`src/rtl/lsu_pkg.sv`:
```
// Shared encodings and request-decode helpers for the load/store unit.
// Memory funct3 codes follow the RISC-V base ISA (loads and stores share size bits [1:0]).
package lsu_pkg;

    localparam logic [2:0] LSU_LB  = 3'b000;
    localparam logic [2:0] LSU_LH  = 3'b001;
    localparam logic [2:0] LSU_LW  = 3'b010;
    localparam logic [2:0] LSU_LD  = 3'b011;
    localparam logic [2:0] LSU_LBU = 3'b100;
    localparam logic [2:0] LSU_LHU = 3'b101;
    localparam logic [2:0] LSU_LWU = 3'b110;

    localparam logic [2:0] LSU_SB  = 3'b000;
    localparam logic [2:0] LSU_SH  = 3'b001;
    localparam logic [2:0] LSU_SW  = 3'b010;
    localparam logic [2:0] LSU_SD  = 3'b011;

    localparam logic [1:0] SZ_B = 2'b00;
    localparam logic [1:0] SZ_H = 2'b01;
    localparam logic [1:0] SZ_W = 2'b10;
    localparam logic [1:0] SZ_D = 2'b11;

    typedef struct packed {
        logic       store;
        logic [2:0] funct3;
    } op_t;

    function automatic logic op_invalid(input op_t op, input logic rv64);
        if (op.store)
            return op.funct3[2] || (!rv64 && op.funct3 == LSU_SD);
        return (op.funct3 == 3'b111) ||
               (!rv64 && (op.funct3 == LSU_LD || op.funct3 == LSU_LWU));
    endfunction

    function automatic logic op_misaligned(input logic [1:0] size, input logic [2:0] lo);
        case (size)
            SZ_H:    return lo[0] != 1'b0;
            SZ_W:    return lo[1:0] != 2'b00;
            SZ_D:    return lo != 3'b000;
            default: return 1'b0;
        endcase
    endfunction

endpackage

```
`src/rtl/lsu_extend.sv`:
```
// Combinational load-lane extract: shifts the addressed lane down, then sign/zero-extends.
// Zero latency; no handshake.
module lsu_extend
    import lsu_pkg::*;
#(
    parameter int XLEN  = 32,
    parameter int OFF_W = $clog2(XLEN / 8)
) (
    input  logic [XLEN-1:0]  rdata,
    input  logic [OFF_W-1:0] off,
    input  logic [2:0]       funct3,
    output logic [XLEN-1:0]  data
);

    logic [XLEN-1:0] lane;

    assign lane = rdata >> {off, 3'b000};

    always_comb begin
        data = '0;
        case (funct3)
            LSU_LB:  data = XLEN'($signed(lane[7:0]));
            LSU_LH:  data = XLEN'($signed(lane[15:0]));
            LSU_LW:  data = XLEN'($signed(lane[31:0]));
            LSU_LBU: data = XLEN'(lane[7:0]);
            LSU_LHU: data = XLEN'(lane[15:0]);
            LSU_LWU: data = XLEN'(lane[31:0]);
            LSU_LD:  data = lane;
            default: data = '0;
        endcase
    end

endmodule

```
`src/rtl/lsu.sv`:
```
// Load/store unit: one request at a time over a ready/valid bus, one resp_valid pulse each.
// Bus path: accept -> mem_valid next cycle, resp 3 cycles after accept at zero wait; traps respond in 1.
module lsu
    import lsu_pkg::*;
#(
    parameter int XLEN = 32,
    parameter int BE_W = XLEN / 8
) (
    input  logic            clk,
    input  logic            rst,
    input  logic            req_valid,
    output logic            req_ready,
    input  logic            req_store,
    input  logic [2:0]      req_funct3,
    input  logic [XLEN-1:0] req_addr,
    input  logic [XLEN-1:0] req_wdata,
    output logic            resp_valid,
    output logic            resp_err,
    output logic [XLEN-1:0] resp_data,
    output logic            mem_valid,
    input  logic            mem_ready,
    output logic            mem_we,
    output logic [BE_W-1:0] mem_be,
    output logic [XLEN-1:0] mem_addr,
    output logic [XLEN-1:0] mem_wdata,
    input  logic            mem_rvalid,
    input  logic [XLEN-1:0] mem_rdata,
    input  logic            mem_err
);

    localparam int OFF_W = $clog2(BE_W);

    typedef enum logic [1:0] {
        ST_IDLE,
        ST_REQ,
        ST_WAIT,
        ST_RESP
    } state_t;

    state_t           state;
    op_t              op_q;
    logic [OFF_W-1:0] off_q;

    op_t              op_in;
    logic [OFF_W-1:0] off_in;
    logic             trap_in;
    logic [BE_W-1:0]  be_base;
    logic [BE_W-1:0]  be_in;
    logic [XLEN-1:0]  wdata_in;
    logic [XLEN-1:0]  ext_data;

    assign op_in    = '{store: req_store, funct3: req_funct3};
    assign off_in   = req_addr[OFF_W-1:0];
    assign trap_in  = op_invalid(op_in, 1'(XLEN == 64)) ||
                      op_misaligned(req_funct3[1:0], req_addr[2:0]);
    assign be_in    = be_base << off_in;
    assign wdata_in = req_wdata << {off_in, 3'b000};

    always_comb begin
        be_base = '0;
        case (req_funct3[1:0])
            SZ_B:    be_base = BE_W'(1);
            SZ_H:    be_base = BE_W'(3);
            SZ_W:    be_base = BE_W'(15);
            default: be_base = '1;
        endcase
    end

    lsu_extend #(.XLEN(XLEN), .OFF_W(OFF_W)) u_extend (
        .rdata  (mem_rdata),
        .off    (off_q),
        .funct3 (op_q.funct3),
        .data   (ext_data)
    );

    always_ff @(posedge clk or posedge rst) begin
        if (rst) begin
            state      <= ST_IDLE;
            op_q       <= '0;
            off_q      <= '0;
            req_ready  <= 1'b0;
            resp_valid <= 1'b0;
            resp_err   <= 1'b0;
            resp_data  <= '0;
            mem_valid  <= 1'b0;
            mem_we     <= 1'b0;
            mem_be     <= '0;
            mem_addr   <= '0;
            mem_wdata  <= '0;
        end else begin
            case (state)
                ST_IDLE: begin
                    if (req_valid && req_ready) begin
                        req_ready <= 1'b0;
                        op_q      <= op_in;
                        off_q     <= off_in;
                        if (trap_in) begin
                            // Traps never touch the bus.
                            state      <= ST_RESP;
                            resp_valid <= 1'b1;
                            resp_err   <= 1'b1;
                            resp_data  <= '0;
                        end else begin
                            state     <= ST_REQ;
                            mem_valid <= 1'b1;
                            mem_we    <= req_store;
                            mem_be    <= be_in;
                            mem_addr  <= {req_addr[XLEN-1:OFF_W], {OFF_W{1'b0}}};
                            mem_wdata <= wdata_in;
                        end
                    end else begin
                        req_ready <= 1'b1;
                    end
                end
                ST_REQ: begin
                    if (mem_ready) begin
                        state     <= ST_WAIT;
                        mem_valid <= 1'b0;
                        mem_we    <= 1'b0;
                        mem_be    <= '0;
                        mem_addr  <= '0;
                        mem_wdata <= '0;
                    end
                end
                ST_WAIT: begin
                    if (mem_rvalid) begin
                        state      <= ST_RESP;
                        resp_valid <= 1'b1;
                        resp_err   <= mem_err;
                        resp_data  <= (mem_err || op_q.store) ? '0 : ext_data;
                    end
                end
                ST_RESP: begin
                    state      <= ST_IDLE;
                    resp_valid <= 1'b0;
                    resp_err   <= 1'b0;
                    resp_data  <= '0;
                    req_ready  <= 1'b1;
                end
                default: state <= ST_IDLE;
            endcase
        end
    end

endmodule

```
`config.mk`:
```
export PLATFORM = sky130hd
export DESIGN_NAME = lsu
export DESIGN_NICKNAME = d
export VERILOG_FILES = /design/src/rtl/lsu_pkg.sv /design/src/rtl/lsu_extend.sv /design/src/rtl/lsu.sv
export SDC_FILE = /design/constraint.sdc
export NUM_CORES = 1
export LEC_CHECK = 0
export ABC_AREA = 1
export BUFFER_PORTS_ARGS = -buffer_cell sky130_fd_sc_hd__buf_2
export CAP_MARGIN = 20
export CORE_ASPECT_RATIO = 1.1
export CORE_MARGIN = 4
export CORE_UTILIZATION = 30
export CTS_CLUSTER_DIAMETER = 30
export DETAILED_ROUTE_END_ITERATION = 10
export SLEW_MARGIN = 40
export SYNTH_ARGS = -nofsm -noshare
export SYNTH_HDL_FRONTEND = slang
export SYNTH_SLANG_ARGS = --single-unit
```
`constraint.sdc`:
```
create_clock -name clk -period 4.95 [get_ports clk]
set_input_delay 1.485 -clock clk [delete_from_list [all_inputs] [get_ports clk]]
set_output_delay 1.485 -clock clk [all_outputs]
set_load 0.01 [all_outputs]
```
Word level (Yosys, flattened, before mapping)
Index checks and enable logic that the tools add are counted.

word-level totals
  register bits = 113
  bits of input ports = 106
  output and inout bits = 105
  logic and storage cells = 97

cells by class
  shift operators = 3
  eq/ne operators = 20
  reduce and logical (&&, ||, !) cells = 19
  mux-type cells = 42

operators with widths
  cell                                                             number
  32-bit 2-to-1 mux                                                9
  32-bit one-hot mux with 5 select lines                           1
  32-bit one-hot mux with 2 select lines                           2
  32-bit one-hot mux with 3 select lines                           1
  32-bit by 5-bit << shifter with 32-bit output                    1
  32-bit by 5-bit right shift with 32-bit output                   1
  4-bit one-hot mux with 2 select lines                            2
  3-bit == test, second input constant                             5
  1-bit 2-to-1 mux                                                 13
  4-bit 2-to-1 mux                                                 3
  2-bit inequality test, second input constant                     5
  3-bit by 2-bit == test with 1-bit output, second input constant  3
  1-bit one-hot mux with 3 select lines                            3
  2-bit == test, second input constant                             4
  2-bit 2-to-1 mux                                                 4
  2-bit one-hot mux with 4 select lines                            1
  4-bit AND reduction                                              2
  1-bit one-hot mux with 2 select lines                            3
  2-bit nonzero test                                               3
  3-bit nonzero test                                               2
  1-bit logical OR                                                 5
  2-bit by 1-bit == test with 1-bit output, second input constant  2
  2-bit zero test                                                  2
  4-bit by 2-bit << shifter with 4-bit output                      1
  6 further kinds                                                  6

Logic depth before layout (Yosys ltp)
Gate-level depths: netlist (run 1).

  depth in word-level cells = 8
  mapped depth = 11
  gate-level depth less buffers = 9

By module
From an unflattened synthesis (run 1), not the netlist that was laid out.

unflattened totals
  cells, all modules = 945
  area total of the unflattened synthesis = 6565.0 um2

modules (own cells, without submodules)
  module      instances  area an instance (um2)  cells each
  lsu         1          5594.1                  761
  lsu_extend  1          970.9                   184

Least setup slack after synthesis (run 1)
OpenSTA, ideal clock, no wires.

  path type = input to register
  from = input req_addr[0]
  to = register mem_addr[2]
  path buffers = 3
  setup slack = 2416 ps
  data required time = 4833 ps
  arrival time = 2417 ps
  stages on the path = 11
  cells stage by stage = buf_4 -> inv_4 -> nand3_1 -> nand2_2 -> nand2_4 -> nand2_4 -> nand2_4 -> buf_6 -> buf_6 -> nand2_1 -> nand2_1

between the ends
  word-level cells in the longest chain between the ends = 5
  elaborated cells on any way between the ends = 6

ends and longest elaborated chain
  what                                                             RTL line                      source
  start, declared                                                  lsu.sv:15                     input logic [XLEN-1:0] req_addr,
  3-bit nonzero test / 2-bit nonzero test (equally long branches)  lsu_pkg.sv:39, lsu_pkg.sv:38
  1-bit one-hot mux with 3 select lines *                          lsu_pkg.sv:36                 case (size)
  1-bit logical OR *                                               lsu.sv:54                     assign trap_in = op_invalid(op_in, 1'(XLEN == 64)) ||
  2-bit inequality test (no source line) *                         n/a
  4-bit AND reduction (no source line) *                           n/a
  end signal, assigned                                             lsu.sv:108                    mem_addr <= {req_addr[XLEN-1:OFF_W], {OFF_W{1'b0}}};
  end, declared                                                    lsu.sv:24                     output logic [XLEN-1:0] mem_addr,

Every way passes the cells marked *; elsewhere a longest branch is shown, timed or not.
A chain may end at the register's enable or synchronous reset.

Worst setup path in the final report (run 1)
  from = input req_addr[0]
  to = register resp_data[6]

between the ends
  word-level cells in the longest chain between the ends = 5
  elaborated cells on any way between the ends = 6

ends and longest elaborated chain
  what                                                             RTL line                      source
  3-bit nonzero test / 2-bit nonzero test (equally long branches)  lsu_pkg.sv:39, lsu_pkg.sv:38
  1-bit one-hot mux with 3 select lines *                          lsu_pkg.sv:36
  1-bit logical OR *                                               lsu.sv:54
  2-bit inequality test (no source line) *                         n/a
  4-bit AND reduction (no source line) *                           n/a
  end signal, assigned                                             lsu.sv:130                    resp_data <= (mem_err || op_q.store) ? '0 : ext_data;
  end, declared                                                    lsu.sv:19                     output logic [XLEN-1:0] resp_data,

Marks and branches as above.

==> metrics, run 1 <==
DRT iter0 DRCs=roughly 450; Setup-failing EPs final=0; CTS H-tree lvls=3; Final Max Tran Viols=0; Detailed Route WL=19,700 µm; HPWL Detailed=13,900 µm; synthesis-stage register bit count=111; relative slew slack=0.493; Crit Reg-Reg Startpoint=state[1]$_DFFE_PP0P_; largest net degree at the start of global routing=69; Worst Setup Path Type=in -> reg; Worst Setup Start Kind=primary input; Root Buffer=clkbuf_16; Initial Util=0.304; Max-Cap Viols=0; Leak=4.52 nW; CTS tree=built; placed inst area=7310 µm²; Tmin final=between 3 and 4 ns; vias=6,373; post-cts sizing count=0; Num Clock Sinks=111; Cell variety after synth=28; num ports=211; GRT overflow=0; dpl ws=approximately 1.2 ns; Peak VDD IR=roughly 0.23 mV; Syn Inst Count=885; nets=1,159; GPL Wtd Cong=0.882; Filler Cells Inserted=2,248; critical path peak fanout=37; postcts setup bufs=0; Avg WL per Cell=15.1 µm; Clock Path Buffers=2; clock latency on the worst-skew pair=approximately 0.35 ns; antenna violations before repair=3; crit end category=flip-flop; Final Core Density=0.371; required time worst endpoint=5.23 ns; die area=roughly 23,000 µm²; synthesis-to-layout area growth=21.8%; CTS Hold Buffers Added=0; final worst slack=1.60 ns; worst-margin pin slew=between 0.7 and 0.8 ns; Die W=146 µm; status=complete, no violations; num rows=55; TritonCTS Buffers=9; Die H=159 µm; first-pass GRT wire length=32,300 µm; fraction of layout cells with a size suffix above 1=0.231; core area=20,500 µm²; FMAX=between 200 and 300 MHz; Hold Path Class=reg -> reg; clock slew at reported path FFs=0.08 ns; Port Buf Inserts=208; footprint of the multi-input gates=about 3000 µm²; Detailed Routing Iterations Pass 1=5; RSZ-0062 raised after global routing=no; post-synthesis sequential area ratio=0.445; Worst EP arrival=3.63 ns; clock skew=around 0.013 ns; sequential cell area=approximately 2800 µm²; Post-Syn Area per Cell=7.05 µm²; warnings from Yosys=0; Via density=between 4 and 5; Hold Violations, Final=0; Total GRT Usage=0.168; number of global-route vias before repair=6,134; Pwr Density=~590 nW/µm²; post-route cell area=7600 µm²; Setup Total Neg Slack=0 ns; Critical Path Start=req_addr[0]; Final Cycle Share=0.677; DR DRC count=0; Post-DRT Antenna Nets=0; post-synthesis cell area=6240 µm²; hold_sp=mem_wdata[17]$_DFFE_PP0P_
cell usage after synthesis:
library cell / instances / share of area
nand3_2: 1 / 0.0016
dfrtp_1: 111 / 0.44
or2_1: 1 / 0.0010
a211oi_1: 8 / 0.0096
o21ai_0: 12 / 0.0096
buf_2: 26 / 0.021
nand2_2: 1 / 0.0010
nor3_1: 2 / 0.0016
a21oi_1: 12 / 0.0096
and2_1: 1 / 0.0010
nor2_4: 1 / 0.0018
nand3_1: 116 / 0.093
nor2_2: 1 / 0.0010
nand2_4: 4 / 0.0072
nor2_1: 37 / 0.022
inv_2: 4 / 0.0024
ha_1: 5 / 0.010
nand2_1: 437 / 0.26
clkbuf_1: 14 / 0.0084
conb_1: 1 / 0.00060
a31oi_1: 7 / 0.0070
buf_6: 5 / 0.0090
buf_1: 4 / 0.0024
nand3b_1: 30 / 0.036
o211ai_1: 1 / 0.0012
buf_4: 13 / 0.016
inv_4: 1 / 0.0010
inv_1: 29 / 0.017
flip-flops by register name, summed over array words and instances (netlist names), 2 cells and up:
register / cells
mem_addr: 30
mem_be: 4
mem_wdata: 32
off_q: 2
op_q: 4
resp_data: 32
state: 2
cells in the final DEF, fill, tap and decap left out:
master     Yosys  final
a211oi_1       8      8
a21oi_1       12     12
a31oi_1        7      7
and2_1         1      1
buf_12         0      1
buf_2         26    208
buf_4         13      4
clkbuf_1      14      1
clkbuf_16      0      9
clkbuf_8       0      1
clkinv_2       0      1
conb_1         1      2
dfrtp_1      111    111
diode_2        0      1
ha_1           5      5
inv_1         29     28
inv_2          4      4
inv_4          1      1
inv_6          0      3
inv_8          0      2
nand2_1      437    437
nand2_2        1      1
nand2_4        4      4
nand3_1      116    116
nand3_2        1      1
nand3b_1      30     30
nor2_1        37     36
nor2_2         1      2
nor2_4         1      1
nor3_1         2      2
o211ai_1       1      1
o21ai_0       12     12
or2_1          1      1
worst max-delay path, cell delays in order:
cell and delay [ns]:
buf_2 0.42, inv_4 0.25, nand3_1 0.15, nand2_2 0.07, nand2_4 0.10, nand2_4 0.24, nor2_4 0.67, nand2_1 0.12
nand2_1 0.10
metal layers:
metal / GRT usage / vias up / wire length, µm
met3: 0.0490 / 23 / 1750
met1: 0.224 / 2972 / 8490
met2: 0.271 / 249 / 9160
li1: - / 3123 / -
met4: 0.0354 / 6 / 293
met5: 0 / - / 34
power breakdown:
part           total, W  internal [W]  switching, W
logic           0.00224      0.000721       0.00152
registers       0.00149       0.00127      0.000218
clock network  0.000729      0.000367      0.000362
logic make-up (layout without fill, tap and decap cells):
kind of cell / count (synthesis) / count (layout) / synth area share
DFF: 111 / 111 / 0.445
and+or+nand+nor: 632 / 632 / 0.430
adders and majority gates: 5 / 5 / 0.0100
AOI/OAI and AO/OA: 40 / 40 / 0.0371
buffers and inverters: 96 / 263 / 0.0772
other: 1 / 3 / 0.000601
worst paths after layout:
kind	to	slack, ns	cells after the start
setup / recovery	resp_data[6]$_DFFE_PP0P_	1.60	9
hold / removal	mem_wdata[17]$_DFFE_PP0P_	0.47	2
min in group asynchronous	resp_data[1]$_DFFE_PP0P_	1.23	2
hold reg to reg	mem_wdata[17]$_DFFE_PP0P_	0.47	2
setup reg to reg	mem_wdata[5]$_DFFE_PP0P_	2.19	10
max in group asynchronous	mem_wdata[21]$_DFFE_PP0P_	3.02	3
cell type report:
type | instances | area share
multi-input cells | 679 | 0.393
clock buffers | 11 | 0.0319
repair buffers | 213 | 0.143
flip-flops and latches | 111 | 0.365
inverters | 34 | 0.0178
well taps | 256 | 0.0421
clock inverters | 5 | 0.00592
diodes | 1 | 0.000329
per-stage QoR:
stage | hold WS, ns | std cells | total power, W
after global routing | 0.487 | 1309 | 0.00488
after CTS | 0.474 | 1309 | 0.00453
after floorplan | 0.454 | 886 | 0.00308
after global placement | 0.450 | 1293 | 0.00376
after detailed placement | 0.454 | 1293 | 0.00378
final | 0.470 | 1310 | 0.00446
(Power assumes the default switching activity.)
==> run 2: changes to the inputs <==
--- a/config.mk
+++ b/config.mk
@@ -5,7 +5,7 @@
 export SDC_FILE = /design/constraint.sdc
 export NUM_CORES = 1
 export LEC_CHECK = 0
-export ABC_AREA = 1
+export ABC_AREA = 0
 export BUFFER_PORTS_ARGS = -buffer_cell sky130_fd_sc_hd__buf_2
 export CAP_MARGIN = 20
 export CORE_ASPECT_RATIO = 1.1
==> constraint.sdc (replaced) <==
create_clock -name clk -period 3.3 [get_ports clk]
set_input_delay 0.99 -clock clk [delete_from_list [all_inputs] [get_ports clk]]
set_output_delay 0.99 -clock clk [all_outputs]
set_load 0.01 [all_outputs]
==> metrics, run 2 <==
status=complete, no violations; clock slew at reported path FFs=0.08 ns (about the same); Clock Path Buffers=2 (unchanged); nets=766 (-34%); Max-Cap Viols=0 (unchanged); Setup Total Neg Slack=0 ns (unchanged); commonest non-fill, non-tap cell in the layout=buf_2; post-cts sizing count=0 (unchanged); Hold Violations, Final=0 (unchanged); largest registers=mem_wdata x32, resp_data x32, mem_addr x30; n_diodes=0 (-1); Post-DRT Antenna Nets=0 (unchanged); metal3 WL=1250 µm (-28%); relative slew slack=0.455 (-0.0372); Post-synth EDFFs=0 (unchanged); Detailed Routing Iterations Pass 1=5 (unchanged); CP max stage cell=buf_4; Port Buf Inserts=208 (unchanged); net switching fraction of the power=0.394 (-0.0777); Worst Setup Start Kind=flip-flop; synthesis-to-layout area growth=28.3%; synthesis-stage register bit count=111 (unchanged); footprint of the multi-input gates=2380 µm² (-20%); Setup-failing EPs final=0 (unchanged); leading cell types by count after synthesis=dfrtp_1 (111), a22o_1 (64), mux2i_1 (41); clock skew=0.00914 ns (-0.00388 ns); Leak=3.63 nW (-20%); Worst Setup Path Type=reg -> reg; Avg WL per Cell=18.5 µm (+23%); Hold Slack=0.480 ns (+0.0102 ns); crit end category=flip-flop; post-synth top area share=0.512 (+0.0676); GPL Wtd Cong=0.808 (-8.3%); met2 wire len=7980 µm (-13%); DRT iter0 DRCs=253 (-43%); worst-path cell chain=inv_1 -> ha_1 -> a21boi_4 -> or2_1 -> a21o_2 -> buf_4 -> a22o_1; Cell variety after synth=47 (+68%); Final Max Tran Viols=0 (unchanged); Final Cycle Share=0.730; antenna violations before repair=0 (-3); Hold Path Class=reg -> reg; DR top layer=met4; critical path peak fanout=67 (+81%); postcts setup bufs=0 (unchanged); Root Buffer=clkbuf_16; Detailed Route WL=16,600 µm (-16%); Initial Util=0.306 (+0.00109); Reg power frac=0.361 (+0.028); CTS Hold Buffers Added=0 (unchanged); post-synthesis sequential area ratio=0.512 (+0.0676); sequential cell area=2780 µm² (unchanged); CTS tree=built; met1 WL=7090 µm (-16%); placed inst area=6640 µm² (-9.2%); core area=17,700 µm² (-13%); most common cell in the netlist=dfrtp_1; part of the power in combinational logic=0.434 (-0.069); DR DRC count=0 (unchanged); largest net degree at the start of global routing=112 (+62%); Tmin final=between 2 and 2.5 ns; commonest cells after routing, fill and taps aside=buf_2 (208), dfrtp_1 (111), a22o_1 (64); clock latency on the worst-skew pair=0.36 ns (about the same); Die W=136 µm (-6.5%); R2R Setup Slk=0.89 ns (-1.30 ns); post-synthesis cell area=5420 µm² (-13%); number of global-route vias before repair=4,802 (-22%); design internal power=0.00346 W (+47%); Syn Inst Count=465 (-47%); required time worst endpoint=3.59 ns (-1.64 ns); fraction of layout cells with a size suffix above 1=0.383 (+0.153); Synth area leaders=dfrtp_1 (51%), a22o_1 (10%), mux2i_1 (7.6%); GRT overflow=0 (unchanged); num ports=211 (unchanged); Die H=149 µm (-6.5%); die area=20,300 µm² (-13%); Worst EP arrival=2.70 ns (-0.93 ns); largest stage delay on the critical path=0.54 ns (-0.13 ns); num rows=51 (-7.3%); Clock Power Share=0.204 (+0.040); warnings from Yosys=0 (unchanged); Yosys top cell by area=dfrtp_1; Synth Flop Type=dfrtp_1; P_sw=0.00224 W (+6.8%); Filler Cells Inserted=1,787 (-21%); post-route cell area=6960 µm² (-8.5%); Num Clock Sinks=111 (unchanged); worst-margin pin slew=0.817 ns (+0.0559 ns); async set-or-reset flop fraction in the synthesized netlist=1.00 (unchanged); RSZ-0062 raised after global routing=no; Total GRT Usage=0.165 (-0.00287); vias=4,614 (-28%); Post-Syn Area per Cell=11.7 µm² (+65%); first-pass GRT wire length=26,300 µm (-19%); HPWL Detailed=12,200 µm (-12%); Via density=5.14 (+5.6%); FMAX=415 MHz; Peak VDD IR=0.306 mV (+34%); TritonCTS Buffers=9 (unchanged); Pwr Density=820 nW/µm² (+40%); CTS H-tree lvls=3 (unchanged)
[run 2: cells by family after synthesis]
| family | Yosys count | share of synthesized area |
|---|---|---|
| simple gates | 76 | 0.0750 |
| buf+inv | 55 | 0.0508 |
| compound gates | 166 | 0.251 |
| mux | 50 | 0.0965 |
| other cells | 1 | 0.000692 |
| fa+ha+maj | 5 | 0.0115 |
| xor+xnor | 1 | 0.00162 |
| flops | 111 | 0.512 |
[run 2: worst max-delay path: cells and delay by family, from the launching register on]
family	cells	cell delay, ns
buffers and inverters	2	0.64
AND/OR/NAND/NOR	1	0.18
flip-flops	1	0.43
adder cells (fa/ha/maj)	1	0.34
AO/OA/AOI/OAI	3	0.67
[run 2: layout make-up]
| type | count | share of cell area |
|---|---|---|
| clock buffer | 10 | 0.0344 |
| clock inverter | 6 | 0.0106 |
| inverter | 15 | 0.00863 |
| multi-input combinational | 300 | 0.342 |
| sequential | 111 | 0.399 |
| tap | 238 | 0.0428 |
| timing repair buffer | 218 | 0.162 |
[run 2: stage by stage]
stage | power [W] | std cells | util | setup WS, ns
floorplan | 0.00377 | 466 | - | 0.967
global placement | 0.00453 | 882 | 0.374 | 0.650
detailed placement | 0.00459 | 882 | 0.374 | 0.549
CTS | 0.00576 | 898 | 0.392 | 0.901
global route | 0.00609 | 898 | 0.392 | 0.728
finish | 0.00570 | 898 | 0.392 | 0.890
[run 2: power groups by stage]
stage                     clock [W]  sequential (W)  combinational (W)
after floorplan                   0         0.00219            0.00158
after global placement            0         0.00208            0.00245
after detailed placement          0         0.00208            0.00251
after CTS                   0.00119         0.00206            0.00251
after global routing        0.00125         0.00212            0.00272
final                       0.00117         0.00206            0.00247
[run 2: worst paths after layout]
path,to,startpoint,depth (start not counted)
worst min-delay path,mem_valid$_DFFE_PP0P_,mem_valid$_DFFE_PP0P_,1
worst min register to register,mem_valid$_DFFE_PP0P_,mem_valid$_DFFE_PP0P_,1
max in group asynchronous,resp_data[22]$_DFFE_PP0P_,rst,3
worst max-delay path,mem_wdata[5]$_DFFE_PP0P_,state[0]$_DFFE_PP0P_,7
worst max register to register,mem_wdata[5]$_DFFE_PP0P_,state[0]$_DFFE_PP0P_,7
min in group asynchronous,resp_data[9]$_DFFE_PP0P_,rst,3
[run 2: per-layer routing]
metal | track usage | vias to the layer above
li1 | - | 2137
met1 | 0.216 | 2251
met2 | 0.269 | 205
met3 | 0.0351 | 21
met4 | 0.0590 | 0
met5 | 0 | -
